`src/rtl/uart_tx_fifo.sv`:
```
// Buffered 8N1 UART transmitter: valid/ready byte port into a small circular FIFO,
// serialised LSB-first at BAUD_DIVIDER clocks per bit with no gap between queued frames.
module uart_tx_fifo #(
   parameter int unsigned BAUD_DIVIDER = 868,
   parameter int unsigned FIFO_DEPTH   = 4
) (
   input  logic                               clk_i,
   input  logic                               arst_i,
   input  logic                               wr_en_i,
   input  logic [7:0]                         wr_data_i,
   output logic                               wr_rdy_o,
   output logic                               tx_o,
   output logic                               busy_o,
   output logic [$clog2(FIFO_DEPTH+1)-1:0]    fifo_count_o
);

   localparam int unsigned PTR_W  = (FIFO_DEPTH > 1) ? $clog2(FIFO_DEPTH) : 1;
   localparam int unsigned CNT_W  = $clog2(FIFO_DEPTH + 1);
   localparam int unsigned BAUD_W = (BAUD_DIVIDER > 1) ? $clog2(BAUD_DIVIDER) : 1;

   localparam logic [BAUD_W-1:0] BAUD_LAST = BAUD_W'(BAUD_DIVIDER - 1);
   localparam logic [CNT_W-1:0]  CNT_FULL  = CNT_W'(FIFO_DEPTH);

   typedef enum logic [1:0] {
      ST_IDLE,
      ST_START,
      ST_DATA,
      ST_STOP
   } state_t;

   state_t             state_q, state_d;
   logic [BAUD_W-1:0]  baud_q, baud_d;
   logic [2:0]         bit_q, bit_d;
   logic [7:0]         shreg_q, shreg_d;
   logic               tx_q, tx_d;
   logic               busy_q, busy_d;
   logic               wr_rdy_q, wr_rdy_d;

   logic [7:0]         mem_q [FIFO_DEPTH];
   logic [PTR_W-1:0]   rd_ptr_q, wr_ptr_q;
   logic [CNT_W-1:0]   count_q, count_d;

   logic               push;
   logic               pop;
   logic               bit_end;
   logic               fifo_nonempty;

   assign push          = wr_en_i & wr_rdy_q;
   assign bit_end       = (baud_q == BAUD_LAST);
   assign fifo_nonempty = (count_q != '0);

   // Frame sequencer: baud counter restarts on every state entry and every data bit.
   always_comb begin
      state_d = state_q;
      baud_d  = baud_q;
      bit_d   = bit_q;
      shreg_d = shreg_q;
      pop     = 1'b0;

      case (state_q)
         ST_IDLE: begin
            baud_d = '0;
            if (fifo_nonempty) begin
               pop     = 1'b1;
               shreg_d = mem_q[rd_ptr_q];
               state_d = ST_START;
            end
         end
         ST_START: begin
            if (bit_end) begin
               baud_d  = '0;
               bit_d   = '0;
               state_d = ST_DATA;
            end else begin
               baud_d = baud_q + BAUD_W'(1);
            end
         end
         ST_DATA: begin
            if (bit_end) begin
               baud_d  = '0;
               shreg_d = {1'b0, shreg_q[7:1]};
               if (bit_q == 3'd7) begin
                  state_d = ST_STOP;
               end else begin
                  bit_d = bit_q + 3'd1;
               end
            end else begin
               baud_d = baud_q + BAUD_W'(1);
            end
         end
         ST_STOP: begin
            if (bit_end) begin
               baud_d = '0;
               if (fifo_nonempty) begin
                  pop     = 1'b1;
                  shreg_d = mem_q[rd_ptr_q];
                  state_d = ST_START;
               end else begin
                  state_d = ST_IDLE;
               end
            end else begin
               baud_d = baud_q + BAUD_W'(1);
            end
         end
         default: state_d = ST_IDLE;
      endcase

      // Line level follows the state being entered so tx_o is registered without added latency.
      case (state_d)
         ST_START: tx_d = 1'b0;
         ST_DATA:  tx_d = shreg_d[0];
         default:  tx_d = 1'b1;
      endcase
   end

   // FIFO occupancy and derived status flags.
   always_comb begin
      count_d = count_q;
      case ({push, pop})
         2'b10:   count_d = count_q + CNT_W'(1);
         2'b01:   count_d = count_q - CNT_W'(1);
         default: count_d = count_q;
      endcase
      wr_rdy_d = (count_d != CNT_FULL);
      busy_d   = (state_d != ST_IDLE) | (count_d != '0);
   end

   always_ff @(posedge clk_i or posedge arst_i) begin
      if (arst_i) begin
         state_q  <= ST_IDLE;
         baud_q   <= '0;
         bit_q    <= '0;
         shreg_q  <= '0;
         tx_q     <= 1'b1;
         busy_q   <= 1'b0;
         wr_rdy_q <= 1'b1;
         rd_ptr_q <= '0;
         wr_ptr_q <= '0;
         count_q  <= '0;
      end else begin
         state_q  <= state_d;
         baud_q   <= baud_d;
         bit_q    <= bit_d;
         shreg_q  <= shreg_d;
         tx_q     <= tx_d;
         busy_q   <= busy_d;
         wr_rdy_q <= wr_rdy_d;
         count_q  <= count_d;
         if (push) begin
            wr_ptr_q <= wr_ptr_q + PTR_W'(1);
         end
         if (pop) begin
            rd_ptr_q <= rd_ptr_q + PTR_W'(1);
         end
      end
   end

   // Storage needs no reset: occupancy is tracked entirely by count_q.
   always_ff @(posedge clk_i) begin
      if (push) begin
         mem_q[wr_ptr_q] <= wr_data_i;
      end
   end

   assign wr_rdy_o     = wr_rdy_q;
   assign tx_o         = tx_q;
   assign busy_o       = busy_q;
   assign fifo_count_o = count_q;

endmodule

```
`config.mk`:
```
export PLATFORM = sky130hd
export DESIGN_NAME = uart_tx_fifo
export DESIGN_NICKNAME = d
export VERILOG_FILES = /design/src/rtl/uart_tx_fifo.sv
export SDC_FILE = /design/constraint.sdc
export NUM_CORES = 1
export LEC_CHECK = 0
export CORE_UTILIZATION = 25
export CTS_BUF_LIST = sky130_fd_sc_hd__clkbuf_4 sky130_fd_sc_hd__clkbuf_8
export DETAILED_ROUTE_END_ITERATION = 16
export PLACE_DENSITY = 0.5
export SLEW_MARGIN = 5
export SYNTH_ARGS = -nofsm -noshare
export SYNTH_HDL_FRONTEND = slang
export SYNTH_SLANG_ARGS = --single-unit
```
`constraint.sdc`:
```
create_clock -name clk_i -period 2.8 [get_ports clk_i]
set_input_delay 0.42 -clock clk_i [delete_from_list [all_inputs] [get_ports clk_i]]
set_output_delay 0.42 -clock clk_i [all_outputs]
set_load 0.02 [all_outputs]
```
==> impl_metrics.json <==
{
  "outcome": "finished, final reports clean",
  "initial_core_util_pct": 26.2,
  "synthMostInstantiatedCell": "edfxtp_1",
  "crit_slowest_cell": "dfrtp_1",
  "grt_max_degree": 34,
  "fin_crit_sh_pct": 91.1,
  "setup_tns_ns": 0,
  "setup_viol": 0,
  "worstSetupPathType": "reg2reg",
  "die_w_um": 112,
  "wirelength_um": 5680,
  "h-tree-depth": 3,
  "r2r_start": "baud_q[2]",
  "path_max_fanout": 6,
  "post_cts_buffers": 0,
  "synth_top_area_share_pct": 31.5,
  "hold_violations": 0,
  "syn_area_per_cell_sq_um": 13.2,
  "yosys-top-cells-area": "edfxtp_1, dfrtp_1, mux4_2",
  "path_delay_family": "simple AND/OR/NAND/NOR gates",
  "fin_worst_skew_ns": 0.00612,
  "syn_nets": 255,
  "worstSetupStartpointType": "register",
  "postLayoutCoreUtil_pct": 31.5,
  "yosysTopAreaCell": "edfxtp_1",
  "routedWlPerCell_um": 14.0,
  "power_leakage_nw": 1.44,
  "n_fill_cell": 1149,
  "critPathCaptureType": "register",
  "rsz0062_at_grt": "false",
  "ys_ff_latch": 65,
  "ios": 17,
  "cts_buffers": 9,
  "areaGrowthSynthToFinish_pct": 20.3,
  "min_path_type": "in2async",
  "die_h_um": 112,
  "cp.depth": 11,
  "rr_endpoint": "busy_o",
  "cts-root-buf": "clkbuf_8",
  "synthCells": 231,
  "critPathLaunch": "baud_q[2]",
  "reg2regPathDepth": 11,
  "drc_errors": 0,
  "synth_edf_count": 32,
  "post-dp-hpwl_um": 3900,
  "ys.warnings.count": 0,
  "coreArea_sq_um": 11700,
  "ctsHoldBuffers": 0,
  "synthTopCellsByCount": "edfxtp_1, dfrtp_1, nor2_1, nand2_1, inv_1",
  "finalCriticalPeriod_ns": 2.55,
  "r2r_slack_ns": 0.25,
  "max-slew-margin-rel_pct": 66.2,
  "synthDistinctLibCells": 44,
  "max-cap-violations": 0,
  "dieArea_sq_um": 12700,
  "insertion_delay_ns": 0.34,
  "total_power_w": 0.00255,
  "grt_pass1_vias": 1998,
  "tritoncts": "yes",
  "ir_drop_v": 0.000343,
  "gp_congestion": 0.734,
  "drt-vias-per-instance": 4.67,
  "yosys_most_used_dff": "edfxtp_1",
  "num_vias": 1899,
  "final_antenna_net_count": 0,
  "grt.overflow.total": 0,
  "max_clock_freq_mhz": 392,
  "clk_path_buf_depth": 2,
  "path_clk_slew_ns": 0.08,
  "cts_resized": 0,
  "grt_first_pass_wirelength_um": 9870,
  "fp-row-count": 39,
  "cp_num_buf_inv": 1,
  "synth_area_sq_um": 3050,
  "clock_sinks": 65,
  "drive_above_1_share_pct": 21.2,
  "power_density_nw_per_um2": 695,
  "path_cells": "nor4bb_4 > a41o_2 > and2_4 > ha_1 > inv_1 > fa_1 > xor2_1 > nor2_1 > xor2_1 > nor3_1 > nand3_1",
  "io_buffers": 16,
  "grt_antenna_before_repair": 0,
  "worst_pin_slew_ns": 0.507,
  "track_usage_pct": 10.2,
  "n_antenna_cell": 0,
  "drt_pass1_iterations": 4,
  "crit_path_frequent_cell": "xor2_1",
  "slew_violations": 0,
  "async_reset_ff_share_pct": 50.8,
  "cp.required_ns": 3.02,
  "drtIter0Drc": 80,
  "arrival_ns": 2.77,
  "ys_seq_area_share_pct": 58.6,
  "critPathMaxStageDelay_ns": 0.46,
  "final_nets": 283
}
## metal layers
metal  wire length, um  GRT usage (%)  vias up
li1                  -              -      913
met3               187           2.59        9
met4                79           4.62        0
met5                 0              0        -
met2              2750           16.8       34
met1              2670           12.5      943
## worst max path at each step
stage | endpoint | slack [ns]
after floorplan | busy_o | 0.12
after global placement | busy_o | 0.27
after CTS | busy_o | 0.17
after global routing | busy_o | 0.01
after detailed placement | busy_o | 0.21
final | busy_o | 0.25
## layout make-up
type | count | area, sq um | share of cell area (%)
multi-input cells | 142 | 1180 | 32.1
clock inverters | 7 | 103 | 2.79
flip-flops and latches | 65 | 1790 | 48.7
inverters | 13 | 48.8 | 1.33
repair buffers | 28 | 250 | 6.82
well taps | 143 | 179 | 4.87
clock buffers | 9 | 124 | 3.37
## kinds of logic (layout without fill, tap and decap cells)
| group | after synthesis | after routing | synth area share (%) |
|---|---|---|---|
| fa+ha+maj | 13 | 13 | 5.58 |
| compound gates | 39 | 39 | 9.39 |
| xor+xnor | 13 | 13 | 3.73 |
| mux | 17 | 17 | 9.18 |
| buf+inv | 24 | 57 | 3.16 |
| simple gates | 60 | 60 | 10.3 |
| flops | 65 | 65 | 58.6 |
## through the flow
stage          cells  hold slack [ns]  worst slack [ns]  area (sq um)
6_report         407            0.486             0.250          3670
5_1_grt          407            0.516            0.0110          3670
4_1_cts          407            0.483             0.171          3660
3_5_place_dp     391            0.473             0.209          3430
3_3_place_gp     391            0.467             0.267          3430
2_1_floorplan    231            0.448             0.124          3050
## worst reg2reg max path: stages (launching register included)
cell and delay (ns):
dfrtp_1 0.46, nor4bb_4 0.34, a41o_2 0.25, and2_4 0.16
ha_1 0.17, inv_1 0.06, fa_1 0.37, xor2_1 0.14
nor2_1 0.06, xor2_1 0.16, nor3_1 0.16, nand3_1 0.11
## flip-flops by register name, indices dropped and copies added (netlist names)
register / cells
mem_q: 32
baud_q: 10
shreg_q: 8
bit_q: 3
fifo_count_o: 3
rd_ptr_q: 2
state_q: 2
wr_ptr_q: 2
busy_o: 1
tx_o: 1
wr_rdy_o: 1
## report_power, final
group	total (W)	internal, W	switching [W]
registers	0.00121	0.00114	0.0000647
clock network	0.000912	0.000510	0.000402
logic	0.000430	0.000196	0.000234
total	0.00255	0.00185	0.000701
## layout by cell type, fill, tap and decap left out, types with 8 or more instances in the layout
cell type        netlist  layout
clkdlybuf4s50_1        0      16
nand2_1               16      16
dfrtp_1               31      31
xor2_1                 8       8
clkbuf_8               0       9
edfxtp_1              32      32
o31ai_1                8       8
mux2_2                 8       8
buf_4                  0      12
a32oi_1                8       8
ha_1                  12      11
nor2_1                17      17
mux4_2                 8       8
inv_1                 13      13
No activity file was read; power rests on OpenSTA's default activity.
